$ cat src/rtl/req_ack_pkg.sv
// Shared types and constants for the REQ/ACK sender endpoint.
package req_ack_pkg;

   typedef enum logic [1:0] {
      IDLE        = 2'd0,
      WAIT_ACK_HI = 2'd1,
      WAIT_ACK_LO = 2'd2,
      WAIT_TOGGLE = 2'd3
   } state_t;

   localparam int PHASES_4 = 4;
   localparam int PHASES_2 = 2;

endpackage

$ cat src/rtl/cdc_sync_bit.sv
// Multi-flop synchroniser for a single bit arriving from another clock domain.
module cdc_sync_bit #(
   parameter int STAGES = 2
) (
   input  logic clk,
   input  logic rst_n,
   input  logic d,
   output logic q
);

   logic [STAGES-1:0] sync_q;
   logic [STAGES-1:0] sync_d;

   // Shift the raw bit one stage further down the chain each cycle
   always_comb begin
      sync_d = {sync_q[STAGES-2:0], d};
   end

   // Chain flops clear to 0 so the far side looks idle out of reset
   always_ff @(posedge clk or negedge rst_n) begin
      if (!rst_n) begin
         sync_q <= '0;
      end else begin
         sync_q <= sync_d;
      end
   end

   assign q = sync_q[STAGES-1];

endmodule

$ cat src/rtl/req_ack_sender_fifo.sv
// REQ/ACK sender endpoint with a small upstream FIFO, 4-phase or 2-phase
// signalling. Optional ack-timeout flag enabled by macro REQACK_TIMEOUT_EN.
module req_ack_sender_fifo
   import req_ack_pkg::*;
#(
   parameter int DWIDTH         = 8,
   parameter int DEPTH          = 4,
   parameter int PHASES         = 4,
   parameter int SYNC_STAGES    = 2,
   parameter int TIMEOUT_CYCLES = 1024
) (
   input  logic                       clk1,
   input  logic                       rst1_n,
   input  logic                       valid,
   output logic                       ready,
   input  logic [DWIDTH-1:0]          din,
   output logic                       req,
   input  logic                       ack,
   output logic [DWIDTH-1:0]          dout,
   output logic                       busy,
   output logic [$clog2(DEPTH+1)-1:0] level,
   output logic                       timeout_err
);

   localparam int PW = $clog2(DEPTH);
   localparam int LW = $clog2(DEPTH+1);
   localparam bit FOUR_PHASE = (PHASES == PHASES_4);

   if (PHASES != PHASES_4 && PHASES != PHASES_2) begin : g_bad_phases
      $fatal(1, "PHASES must be 4 or 2");
   end
   if (DEPTH < 2 || (DEPTH & (DEPTH - 1)) != 0) begin : g_bad_depth
      $fatal(1, "DEPTH must be a power of 2 and at least 2");
   end
   if (SYNC_STAGES < 2) begin : g_bad_sync
      $fatal(1, "SYNC_STAGES must be at least 2");
   end
   if (TIMEOUT_CYCLES < 1) begin : g_bad_timeout
      $fatal(1, "TIMEOUT_CYCLES must be at least 1");
   end

   state_t            state_q, state_d;
   logic              req_q, req_d;
   logic [DWIDTH-1:0] dout_q, dout_d;
   logic [PW-1:0]     wr_ptr_q, wr_ptr_d;
   logic [PW-1:0]     rd_ptr_q, rd_ptr_d;
   logic [LW-1:0]     count_q, count_d;
   logic [DWIDTH-1:0] mem_q [DEPTH];
   logic              ack_s;
   logic              push;
   logic              launch;

   cdc_sync_bit #(.STAGES(SYNC_STAGES)) u_ack_sync (
      .clk   (clk1),
      .rst_n (rst1_n),
      .d     (ack),
      .q     (ack_s)
   );

   assign ready  = (count_q != LW'(DEPTH));
   assign push   = valid && ready;
   assign launch = (state_q == IDLE) && (count_q != '0);

   // Next-state for FIFO pointers, occupancy and the handshake FSM
   always_comb begin
      state_d  = state_q;
      req_d    = req_q;
      dout_d   = dout_q;
      wr_ptr_d = wr_ptr_q;
      rd_ptr_d = rd_ptr_q;
      if (push) begin
         wr_ptr_d = wr_ptr_q + PW'(1);
      end
      case (state_q)
         IDLE: begin
            if (launch) begin
               dout_d   = mem_q[rd_ptr_q];
               rd_ptr_d = rd_ptr_q + PW'(1);
               if (FOUR_PHASE) begin
                  req_d   = 1'b1;
                  state_d = WAIT_ACK_HI;
               end else begin
                  req_d   = ~req_q;
                  state_d = WAIT_TOGGLE;
               end
            end
         end
         WAIT_ACK_HI: begin
            if (ack_s) begin
               req_d   = 1'b0;
               state_d = WAIT_ACK_LO;
            end
         end
         WAIT_ACK_LO: begin
            if (!ack_s) begin
               state_d = IDLE;
            end
         end
         WAIT_TOGGLE: begin
            if (ack_s == req_q) begin
               state_d = IDLE;
            end
         end
         default: state_d = IDLE;
      endcase
      count_d = count_q + LW'(push) - LW'(launch);
   end

   // Register FSM state, handshake outputs and FIFO bookkeeping
   always_ff @(posedge clk1 or negedge rst1_n) begin
      if (!rst1_n) begin
         state_q  <= IDLE;
         req_q    <= 1'b0;
         dout_q   <= '0;
         wr_ptr_q <= '0;
         rd_ptr_q <= '0;
         count_q  <= '0;
      end else begin
         state_q  <= state_d;
         req_q    <= req_d;
         dout_q   <= dout_d;
         wr_ptr_q <= wr_ptr_d;
         rd_ptr_q <= rd_ptr_d;
         count_q  <= count_d;
      end
   end

   // FIFO storage needs no reset; stale entries are unreachable once pointers clear
   always_ff @(posedge clk1) begin
      if (push) begin
         mem_q[wr_ptr_q] <= din;
      end
   end

   assign req   = req_q;
   assign dout  = dout_q;
   assign busy  = (state_q != IDLE);
   assign level = count_q;

`ifdef REQACK_TIMEOUT_EN
   localparam int TW = $clog2(TIMEOUT_CYCLES+1);

   logic [TW-1:0] tmo_cnt_q, tmo_cnt_d;
   logic          timeout_err_q, timeout_err_d;

   // Count cycles spent in a wait state, saturating at the limit; the flag is sticky
   always_comb begin
      tmo_cnt_d = tmo_cnt_q;
      if (state_d != state_q) begin
         tmo_cnt_d = '0;
      end else if (state_q != IDLE && tmo_cnt_q != TW'(TIMEOUT_CYCLES)) begin
         tmo_cnt_d = tmo_cnt_q + TW'(1);
      end
      timeout_err_d = timeout_err_q || (tmo_cnt_d == TW'(TIMEOUT_CYCLES));
   end

   // Register the wait counter and the timeout flag
   always_ff @(posedge clk1 or negedge rst1_n) begin
      if (!rst1_n) begin
         tmo_cnt_q     <= '0;
         timeout_err_q <= 1'b0;
      end else begin
         tmo_cnt_q     <= tmo_cnt_d;
         timeout_err_q <= timeout_err_d;
      end
   end

   assign timeout_err = timeout_err_q;
`else
   assign timeout_err = 1'b0;
`endif

endmodule

$ cat config.mk
export PLATFORM = sky130hd
export DESIGN_NAME = req_ack_sender_fifo
export DESIGN_NICKNAME = d
export VERILOG_FILES = /design/src/rtl/req_ack_pkg.sv /design/src/rtl/cdc_sync_bit.sv /design/src/rtl/req_ack_sender_fifo.sv
export SDC_FILE = /design/constraint.sdc
export NUM_CORES = 1
export LEC_CHECK = 0
export CAP_MARGIN = 10
export CORE_MARGIN = 1.5
export CORE_UTILIZATION = 54
export CTS_CLUSTER_SIZE = 10
export DETAILED_ROUTE_END_ITERATION = 12
export GPL_TIMING_DRIVEN = 0
export PLACE_DENSITY = 0.78
export SKIP_LAST_GASP = 1
export SYNTH_ARGS = -nofsm -noshare
export SYNTH_HDL_FRONTEND = slang
export SYNTH_SLANG_ARGS = --single-unit
$ cat constraint.sdc
create_clock -name clk1 -period 2.79 [get_ports clk1]
set_clock_uncertainty 0.05 [all_clocks]
set_input_delay 0.558 -clock clk1 [delete_from_list [all_inputs] [get_ports clk1]]
set_output_delay 0.558 -clock clk1 [all_outputs]
set_load 0.02 [all_outputs]
== After elaboration in Yosys (flattened, before gate mapping) ==
Memory sizes are Yosys's and may differ from the RTL's. A register that Yosys moved wholly into a read port is not among the register bits.
Index checks and enable logic that the tools add are counted.

* Bits of input ports: 12
* Memories kept: 1
* Logic and storage cells: 40
* Flip-flop bits (word level): 12
* Memory bits (writable): 32
* Output and inout bits: 15

* Equality and inequality tests: 9
* $add $sub $neg: 4
* Mux-type cells: 10
* Reduce and logical (&&, ||, !) cells: 10

{| class="wikitable"
|+ Memory list
! memory !! words !! width !! read ports !! clocked after memory_dff !! write ports !! line !! source
|-
| mem_q || 4 || 8 || 1 || 1 || 1 || req_ack_sender_fifo.sv:48 || <nowiki>logic [DWIDTH-1:0] mem_q [DEPTH];</nowiki>
|}

{| class="wikitable"
|+ Operator list
! operator !! count
|-
| $mux W2 || 4
|-
| $pmux W2 S4 || 1
|-
| $ne A2 B2 Y1 const B || 3
|-
| $add A2 B1 Y2 const B || 2
|-
| $eq A2 B2 Y1 const B || 2
|-
| $mux W1 || 4
|-
| $reduce_and A4 Y1 || 1
|-
| $reduce_bool A2 Y1 || 2
|-
| $add A3 B1 Y3 || 1
|-
| $ne A3 B3 Y1 const B || 1
|-
| $reduce_and A3 Y1 || 1
|-
| $reduce_bool A3 Y1 || 1
|-
| $sub A3 B1 Y3 || 1
|-
| $eq A2 B1 Y1 const B || 1
|-
| $logic_and A1 B1 Y1 || 2
|-
| $logic_not A2 Y1 || 1
|-
| $ne A2 B1 Y1 const B || 1
|-
| $pmux W1 S2 || 1
|-
| $reduce_and A2 Y1 || 1
|-
| $eq A1 B1 Y1 || 1
|-
| $logic_not A1 Y1 || 1
|}

== Logic depth before layout (Yosys ltp) ==
* Depth in word-level cells: 4
* Depth in mapped cells: 10
* Mapped depth without buffers: 10

== Modules after synthesis ==
From an unflattened synthesis, not the netlist that was laid out.

* Cell total of the unflattened synthesis: 117
* Area, all modules: 2,100.8 um2

{| class="wikitable"
|+ By module, submodules not included
! module !! sequential area each (um2) !! cells each !! times used !! area an instance (um2)
|-
| req_ack_sender_fifo || 1,411.4 || 115 || 1 || 2,050.7
|-
| cdc_sync_bit || 50.0 || 2 || 1 || 50.0
|}

== Worst setup path before layout ==
No wires, ideal clock.

* Kind: reg-to-reg
* Start: register count_q[1], in the netlist level[1]
* End: register count_q[2], in the netlist level[2]
* Clock period less this slack: 2,454 ps
* Library setup time: 130 ps
* Required time: 2,610 ps
* Arrival: 2,274 ps
* Cell stages (with the launch flop): 11
* Path slack: 336 ps
* Path buffers: 0
* Cell sequence: dfrtp_1 -> or3b_4 -> and2_4 -> inv_1 -> ha_1 -> inv_1 -> ha_1 -> inv_1 -> fa_1 -> xnor2_1 -> xnor2_1

* Word-level cells in the longest chain between the ends: 4
* Elaborated cells between the ends (all ways): 6
* Those cells by class: 2 x add/sub; 1 x eq/ne; 3 x reduce/logical

{| class="wikitable"
|+ Ends and longest elaborated chain
! item !! line !! source
|-
| from (decl) || req_ack_sender_fifo.sv:47 || <nowiki>logic [LW-1:0] count_q, count_d;</nowiki>
|-
| from (signal assigned) || req_ack_sender_fifo.sv:124 || <nowiki>count_q <= count_d;</nowiki>
|-
| $ne A3 B3 Y1 || req_ack_sender_fifo.sv:60 || <nowiki>assign ready = (count_q != LW'(DEPTH));</nowiki>
|-
| named net ready || req_ack_sender_fifo.sv:15 || <nowiki>output logic ready,</nowiki>
|-
| $logic_and A1 B1 Y1 || req_ack_sender_fifo.sv:61 || <nowiki>assign push = valid && ready;</nowiki>
|-
| $add A3 B1 Y3 || req_ack_sender_fifo.sv:106 || <nowiki>count_d = count_q + LW'(push) - LW'(launch);</nowiki>
|-
| $sub A3 B1 Y3 || req_ack_sender_fifo.sv:106 ||
|-
| named net count_d[2] || req_ack_sender_fifo.sv:47 ||
|}

The timed path passes the listed nets, and every way through them passes these cells.
A chain may end at the register's enable or synchronous reset.

== Worst setup path after layout ==
* Start: register count_q[1], in the netlist level[1]
* End: register count_q[2], in the netlist level[2]

* Word-level cells in the longest chain between the ends: 4
* Elaborated cells between the ends (all ways): 6
* Those cells by class: 2 x add/sub; 1 x eq/ne; 3 x reduce/logical

{| class="wikitable"
|+ Ends and longest elaborated chain
! item !! line
|-
| $ne A3 B3 Y1 || req_ack_sender_fifo.sv:60
|-
| $logic_and A1 B1 Y1 || req_ack_sender_fifo.sv:61
|-
| $add A3 B1 Y3 || req_ack_sender_fifo.sv:106
|-
| $sub A3 B1 Y3 (*) || req_ack_sender_fifo.sv:106
|-
| named net count_d[2] || req_ack_sender_fifo.sv:47
|}

The timed path passes the listed nets; every way through them passes the cells marked *.

==> metrics.txt <==
outcome=finished clean; CTS Sinks=52; Antenna Nets Post-Route=0; root buf cell=clkbuf_8; Die Area=4273 µm²; DR iter-0 viols=56; most frequent cells in the layout=32 x edfxtp_1, 25 x clkdlybuf4s50_1, 20 x dfrtp_1; Setup crit end kind=register; total number of vias=1091; IO Port Bufs=25; register area=1461 µm²; H-tree depth=2; area occupied by multi-input gates=579.3 µm²; Yosys reg bits=52; Mapped Nets=136; fin crit period=2549 ps; Fill cells=275; maximum VDD drop=733.5 µV; hold_ws=305.6 ps; Synth top area share=0.4574; Post-Place Worst Slack=121.2 ps; Post-CTS Setup Bufs=0; period utilization=0.9136; Placeable Area=3689 µm²; final WL=3.430 mm; Detail Placement HPWL=2.378 mm; non-filler cells, final=198; final worst slack=241.1 ps; post-synth top area cell=edfxtp_1; sequential share of the synthesized area=0.6957; Placed Area=2411 µm²; Layout Nets=168; leak pwr=0.9752 nW; DIE WIDTH=65.37 µm; vias in the first global route=1150; Clock Pin Slew Worst Setup and Hold Paths=80 ps; Startpoint Class=register; placed cells=190; max-cap violations=0; Hold Path Class=register to register; Tot GR Track Use=0.1900; Residual DRC=0; crit path max fanout=10; first-pass GRT wire length=5.575 mm; TritonRoute pass-1 iters=4; Power Dens Cells=1127 nW/µm²; Slew Viols, Final=0; setup tns final=0 ps; CTS tree=done; std cell rows=22; Post-CTS Hold Fix Bufs=0; RSZ-0062 raised after global routing=false; required time worst endpoint=2970 ps; Avg Inst Size Synth=17.96 µm²; Metal-1 WL=1.303 mm; grt total ovfl=0; met2 wire len=1.934 mm; initial antenna violation count=0; max_slew headroom=0.3657; final setup violation count=0; Clock Latency Late Sink=300 ps; synthesized instance count=117; Area Overhead vs Synth=19.89%; DR vias/cell=5.510; GPL Wtd Cong=0.7573; DIE HEIGHT=65.37 µm; Starting Density=0.5695; routed length per instance=17.32 µm; slew at the pin closest to its max-slew limit=948.5 ps; commonest non-fill, non-tap cell in the layout=edfxtp_1; Longest Clk Path Bufs=2; highest metal used=met4; count of cell types in the netlist=28; Post-CTS Resized=0; FMAX=392.3 MHz; IO Pins=27; final-report hold violation count=0; diode count=0; cts bufs inserted=5; Syn Std Cell Area=2101 µm²; metal3 WL=143 µm; layout cell share with drive strength beyond 1=0.2200; Design Area, Final=2519 µm²; Yosys Warn Count=0; pin count of the biggest net entering global routing=21; synth top area cells=edfxtp_1 46%, dfrtp_1 24%, mux4_2 7.5%, mux2_2 4.3%, ha_1 3.6%; Critical Path AT=2730 ps; crit path kind=register to register
## per-layer routing
layer  GRT usage  vias to the layer above
met5           0                        -
met4     0.07813                        0
met3     0.06164                        4
met2      0.3418                       32
met1      0.2053                      567
li1            -                      488
## flip-flops by register name, indices dropped and copies added (netlist names)
name / flops
dout: 8
level: 3
mem_q: 32
rd_ptr_q: 2
req: 1
state_q: 2
u_ack_sync.sync_q: 2
wr_ptr_q: 2
## report_power, final
part | internal, mW | leakage, nW | switching, mW
registers | 1.07 | 0.528 | 0.141
logic | 0.597 | 0.393 | 0.537
clock network | 0.266 | 0.0552 | 0.228
total | 1.93 | 0.975 | 0.906
## Yosys cell counts (all sizes together)
master	n
ha	6
edfxtp	32
mux4	8
buf	3
or3b	1
nand3	1
or3	1
and3	4
inv	10
nor2	1
o21ai	3
mux2	9
conb	1
xnor2	5
mux2i	1
o2bb2ai	1
nand2	3
a21o	1
nand3b	1
a21oi	3
fa	1
and2	1
dfrtp	20
## cell type report
class                   instances  area share
plain buffers                   3    0.008942
clock buffers                   6     0.02881
clock inverters                 2     0.01391
inverters                      10     0.01490
multi-input cells              52      0.2300
flip-flops and latches         52      0.5802
well taps                      48     0.02384
repair buffers                 25     0.09935
## through the flow
| step | power (mW) | utilization |
|---|---|---|
| after floorplan | 1.961 | - |
| after global placement | 2.303 | 0.6537 |
| after detailed placement | 2.385 | 0.6537 |
| after CTS | 2.876 | 0.6828 |
| after global routing | 3.023 | 0.6828 |
| final | 2.838 | 0.6828 |
## final timing paths
check	startpoint	end	slack (ps)	cells after the start
worst max-delay path	level[1]	level[2]	240	10
worst min-delay path	u_ack_sync.sync_q[0]	u_ack_sync.sync_q[1]	310	0
worst max register to register	level[1]	level[2]	240	10
worst min register to register	u_ack_sync.sync_q[0]	u_ack_sync.sync_q[1]	310	0
max in group asynchronous	rst1_n	dout[0]	1380	1
min in group asynchronous	rst1_n	dout[3]	720	1
## critical path, cell delays in order, from the launching register on
cell and delay, ps:
dfrtp_1 460, or3_4 420, nand2_2 250, inv_1 80, ha_1 280, inv_1 60, ha_1 130, inv_1 50
fa_1 370, xnor2_1 190, xnor2_1 130
## cells by family (layout without fill, tap and decap cells)
kind of cell | after synthesis | count (layout) | synth area share
DFF | 52 | 52 | 0.6957
other | 1 | 1 | 0.001785
and+or+nand+nor | 13 | 13 | 0.04348
AOI/OAI and AO/OA | 8 | 8 | 0.02203
adders and majority gates | 7 | 7 | 0.04526
buffers and inverters | 13 | 46 | 0.02859
muxes | 18 | 18 | 0.1423
xor gates and xnor gates | 5 | 5 | 0.02084
Note: power is estimated with default switching activity, not from simulation.
==> RTL edit 1, RTL diff (config.mk and constraints unchanged) <==
Add a define of `REQACK_TIMEOUT_EN`.
--- a/src/rtl/req_ack_sender_fifo.sv
+++ b/src/rtl/req_ack_sender_fifo.sv
@@ -2,2 +2,4 @@
 // signalling. Optional ack-timeout flag enabled by macro REQACK_TIMEOUT_EN.
+`define REQACK_TIMEOUT_EN
+
 module req_ack_sender_fifo
Check against the original RTL: same outputs for any inputs over 10 cycles, from zero or initial values and one cycle with rst1_n low; that may be too few to reach the edited logic, so the function may still have changed.
==> RTL edit 1 against the original RTL <==
Routed wire length grew 39%. Clock power grew 52%. Hold slack lost 0.076 ns. First-iteration DRC count grew 39%. Count of clock-buffer cells in the layout grew 4. Design area grew 34%. Synthesized area grew 35%. Fmax grew 1.4%. Combinational power grew 23%. Power grew 25%. Worst setup slack gained 0.034 ns. Sequential cell count grew 12. Critical path type unchanged. Largest power group unchanged. Highest routed layer unchanged.
==> RTL edit 1: results (changes against the original RTL) <==
| Metric | Value |
|---|---|
| Outcome | `finished clean (unchanged)` |
| TritonCTS buffer count | `9 (was 5)` |
| Post-synth EDFFs | `32 (unchanged)` |
| Post-synth ARST share | `50.0% (was 38.5%)` |
| Actual slew at the worst max-slew pin | `0.732 ns (was 0.948 ns)` |
| Number of flip-flops in the largest register | `32 (unchanged)` |
| Post-synthesis sequential area ratio | `62.1% (was 69.6%)` |
| Final HPWL DP | `3.26 mm (was 2.38 mm)` |
| Worst hold path class | `input port to asynchronous set/reset pin (was flop to flop)` |
| Vias in the first global route | `1606 (was 1150)` |
| R2R setup slack | `0.28 ns (was 0.24 ns)` |
| Slowest stage delay, CP | `0.38 ns (was 0.46 ns)` |
| CP max stage cell | `dfrtp_1 (unchanged)` |
| Initial antenna violation count | `0 (unchanged)` |
| Setup crit end | `level[2]$_DFF_PN0_ (unchanged)` |
| Ys Warns | `0 (unchanged)` |
| Crit path max fanout | `10 (unchanged)` |
| Initial DRC Count | `78 (was 56)` |
| Peak supply drop | `0.609 mV (was 0.733 mV)` |
| DR pass1 iterations | `4 (unchanged)` |
| P_sw | `1.20 mW (was 0.906 mW)` |
| Worst skew pair latency | `0.33 ns (was 0.30 ns)` |
| Routed len/inst | `15.4 um (was 17.3 um)` |
| Largest net degree at the start of global routing | `33 (was 21)` |
| Post-synth top cells | `32 x dfrtp_1, 32 x edfxtp_1, 16 x nor2_1 (was 32 x edfxtp_1, 20 x dfrtp_1, 10 x inv_1)` |
| Post-Syn Nets | `218 (was 136)` |
| # nets final | `256 (was 168)` |
| Via-to-Cell Ratio | `5.20 (was 5.51)` |
| Clock H-tree levels | `3 (was 2)` |
| DR DRC count | `0 (unchanged)` |
| Static Leak | `1.32 nW (was 0.975 nW)` |
| Global-route wire length before repair | `7.85 mm (was 5.58 mm)` |
| R2r startpoint | `state_q[1]$_DFF_PN0_ (was level[1]$_DFF_PN0_)` |
| Worst-path clk slew | `0.07 ns` |
| Clk root buf | `clkbuf_8 (unchanged)` |
| GR Util All Layers | `20.1% (was 19.0%)` |
| Critical path startpoint | `state_q[1]$_DFF_PN0_ (was level[1]$_DFF_PN0_)` |
| Top FF cell, synth | `edfxtp_1 (unchanged)` |
| Max Root-Sink Buffers | `2 (unchanged)` |
| Port Buffers | `26 (was 25)` |
| Synth top area cells | `edfxtp_1 34%, dfrtp_1 28%, mux4_2 6.3% (was edfxtp_1 46%, dfrtp_1 24%, mux4_2 7.5%)` |
| N_diodes | `0 (unchanged)` |
| Share of layout cells above drive strength 1 | `19.2% (was 22.0%)` |
| Count of different cell masters after synthesis | `42 (was 28)` |
| GP Congestion | `0.855 (was 0.757)` |
| Depth of the most critical reg-to-reg path | `11 (was 10)` |
| WP data arrival | `2.72 ns (was 2.73 ns)` |
| Post-Place Cell Area | `3180 sq um (was 2410 sq um)` |
| Final hold slack | `0.230 ns (was 0.306 ns)` |
-- RTL edit 1: changes by cell type in the layout (fill, tap and decap cells not counted), moves of 3 or more --
cell,unedited run,this run
nand2_1,2,9
clkbuf_8,5,9
inv_1,10,14
xnor2_1,5,13
nor2_1,1,15
and3_1,0,5
nor3_1,0,7
and3_2,4,0
buf_2,0,3
nand3_1,1,4
dfrtp_1,20,32
xor2_1,0,3
-- RTL edit 1: layout make-up --
cell class,instances,area [sq um]
plain buffers,8,55.1
fillers,396,1700
repair buffers,27,263
flip-flops and latches,64,1760
inverters,14,52.6
clock inverters,6,60.1
well taps,70,87.6
clock buffers,10,128
multi-input cells,111,972
-- RTL edit 1: cell families (layout without fill, tap and decap cells) --
group	count (synthesis)	in the layout	share of synthesized area, %
flip-flops	64	64	62.1
AND/OR/NAND/NOR	52	52	10.4
buffers and inverters	22	65	3.79
AO/OA/AOI/OAI	18	18	5.07
XOR/XNOR	16	16	4.94
multiplexers	16	16	9.52
adder cells (fa/ha/maj)	9	9	4.23
-- RTL edit 1: repair_timing --
item,4_1_cts,5_1_grt
gates cloned,0,0
resized for setup,0,1
setup buffers,1,0
pin swaps,0,0
endpoints found under the setup margin,1,1
-- RTL edit 1: stage by stage --
stage	setup slack (ns)	utilization, %	TNS, ns	instances
5_1_grt	0.0834	66.6	0	310
4_1_cts	0.139	66.5	0	310
6_report	0.275	66.6	0	310
2_1_floorplan	0.390	-	0	197
3_5_place_dp	-0.0545	62.7	-0.0545	293
3_3_place_gp	0.00324	62.8	0	293
-- RTL edit 1: power groups by stage --
stage / logic, mW / registers, mW / clock network (mW)
3_5_place_dp: 1.39 / 1.42 / 0
6_report: 1.39 / 1.40 / 0.751
2_1_floorplan: 0.849 / 1.49 / 0
4_1_cts: 1.41 / 1.40 / 0.769
5_1_grt: 1.52 / 1.43 / 0.802
3_3_place_gp: 1.35 / 1.41 / 0
-- RTL edit 1: critical path, delay by kind of cell (launching register included) --
family                   cells  cell delay, ns
AND/OR/NAND/NOR              1            0.20
buffers and inverters        4            0.51
AO/OA/AOI/OAI                1            0.20
adder cells (fa/ha/maj)      3            0.77
flip-flops                   1            0.38
XOR/XNOR                     2            0.32
-- RTL edit 1: metal layers --
layer / share of wire, % / vias to the layer above / global-route usage [%]
met5: 0 / - / 0
met4: 1.9 / 0 / 11.1
met3: 4.0 / 6 / 5.42
met2: 49 / 31 / 32.4
met1: 45 / 790 / 24.7
li1: - / 786 / -
==> RTL edit 2, RTL diff (same settings) <==
Without the edit above. `dout_q` no longer has a reset.
--- a/src/rtl/req_ack_sender_fifo.sv
+++ b/src/rtl/req_ack_sender_fifo.sv
@@ -113,3 +113,2 @@
          req_q    <= 1'b0;
-         dout_q   <= '0;
          wr_ptr_q <= '0;
@@ -120,3 +119,2 @@
          req_q    <= req_d;
-         dout_q   <= dout_d;
          wr_ptr_q <= wr_ptr_d;
@@ -125,2 +123,6 @@
       end
+   end
+
+   always_ff @(posedge clk1) begin
+      dout_q <= dout_d;
    end
Formal check against the unedited RTL: differs if rst1_n is asserted again (counterexample within 4 cycles, from zero or initial values and one cycle with rst1_n low); with rst1_n held inactive, the same outputs for 10 cycles.
==> RTL edit 2 against the original RTL <==
Power down 7.7%. Design area decreased by 3.1%. Sequential cell count unchanged. First-iteration DRC count is 21% lower. Worst setup slack better by 0.0012 ns. Routed wire length is 11% lower. Cell count decreased by 4.5%. Via count down 8.7%. Critical path type unchanged. Hold slack got worse by 0.0080 ns. Synthesized area fell by 3.0%.
==> RTL edit 2: results (changes against the original RTL) <==
| Metric | Value |
|---|---|
| Largest net degree at the start of global routing | `16 (was 21)` |
| Post-synthesis sequential area ratio | `73.7% (was 69.6%)` |
| Final HPWL DP | `2.15 mm (was 2.38 mm)` |
| CP max stage cell | `or3_2 (was dfrtp_1)` |
| Post-synthesis adder-cell area fraction | `4.67% (was 4.53%)` |
| Placement Setup Slack | `0.0745 ns (was 0.121 ns)` |
| Post-synth ARST share | `23.1% (was 38.5%)` |
| Post-synth EDFFs | `40 (was 32)` |
| Crit path max fanout | `5 (was 10)` |
| Max_slew headroom | `60.1% (was 36.6%)` |
| Share of layout cells above drive strength 1 | `19.1% (was 22.0%)` |
| Initial DRC Count | `44 (was 56)` |
| Slowest stage delay, CP | `0.51 ns (was 0.46 ns)` |
| Synth top area cells | `edfxtp_1 59%, dfrtp_1 15%, mux4_2 8.8% (was edfxtp_1 46%, dfrtp_1 24%, mux4_2 7.5%)` |
| GP Congestion | `0.709 (was 0.757)` |
| Static Leak | `0.902 nW (was 0.975 nW)` |
| Post-synth top cells | `40 x edfxtp_1, 12 x dfrtp_1, 8 x inv_1, 8 x mux4_2, 6 x ha_1 (was 32 x edfxtp_1, 20 x dfrtp_1, 10 x inv_1)` |
| Global-route wire length before repair | `5.26 mm (was 5.58 mm)` |
| Synth Area in Compound Gates | `1.47% (was 2.20%)` |
| Post-Syn Nets | `127 (was 136)` |
| WP data arrival | `2.71 ns (was 2.73 ns)` |
| Routed WL | `3.07 mm (was 3.43 mm)` |
| Outcome | `finished clean (unchanged)` |
| DR vias | `996 (was 1091)` |
| GR Util All Layers | `17.6% (was 19.0%)` |
| Count of different cell masters after synthesis | `27 (was 28)` |
| Mux cell area share after synthesis | `10.1% (was 14.2%)` |
| XOR/XNOR Fraction of Synth Area | `2.15% (was 2.08%)` |
-- RTL edit 2: worst max-delay path by stage --
stage / end / startpoint / depth (start not counted) / slack, ns
global placement: level[2]$_DFF_PN0_ / valid / 10 / 0.18
global route: level[2]$_DFF_PN0_ / level[1]$_DFF_PN0_ / 9 / 0.09
detailed placement: level[2]$_DFF_PN0_ / valid / 10 / 0.07
CTS: level[2]$_DFF_PN0_ / level[1]$_DFF_PN0_ / 9 / 0.23
floorplan: level[2]$_DFF_PN0_ / level[1]$_DFF_PN0_ / 10 / 0.34
finish: level[2]$_DFF_PN0_ / level[1]$_DFF_PN0_ / 9 / 0.24
-- RTL edit 2: layer usage --
metal	wire length, um	global-route usage (%)	vias to the layer above
li1	-	-	467
met1	1300	21.0	504
met2	1610	30.2	21
met3	125	4.51	4
met4	30	7.98	0
met5	0	0	-
-- RTL edit 2: worst register-to-register path: cells and delay by family, from the launching register on --
family / cells / cell delay, ns
XOR/XNOR: 2 / 0.37
AND/OR/NAND/NOR: 2 / 0.71
adder cells (fa/ha/maj): 3 / 0.79
flip-flops: 1 / 0.45
buffers and inverters: 2 / 0.11
-- RTL edit 2: cell type report --
class	count	area, sq um
flip-flops and latches	52	1500
fillers	250	1190
multi-input cells	45	489
repair buffers	25	250
clock buffers	7	86.3
well taps	48	60.1
inverters	8	30.0
plain buffers	3	16.3
clock inverters	1	7.51
-- RTL edit 2: through the flow --
step	utilization, %	total power, mW	area [sq um]	hold slack [ns]	cells
2_1_floorplan	-	1.86	2040	0.212	108
3_3_place_gp	64.6	2.17	2350	0.282	181
3_5_place_dp	64.6	2.24	2350	0.286	181
4_1_cts	67.2	2.66	2440	0.303	189
5_1_grt	67.2	2.79	2440	0.318	189
6_report	67.2	2.62	2440	0.298	189
-- RTL edit 2: cells by family (layout without fill, tap and decap cells) --
logic type / count (synthesis) / count (layout)
other cells: 1 / 1
flops: 52 / 52
mux: 10 / 10
fa+ha+maj: 7 / 7
buf+inv: 11 / 44
xor+xnor: 5 / 5
compound gates: 6 / 6
simple gates: 16 / 16
-- RTL edit 2: power breakdown --
part           switching (mW)  leakage (nW)  internal [mW]
Sequential              0.107         0.508           1.11
Clock                   0.219        0.0445          0.202
Combinational           0.498         0.349          0.480
Total                   0.824         0.902           1.80
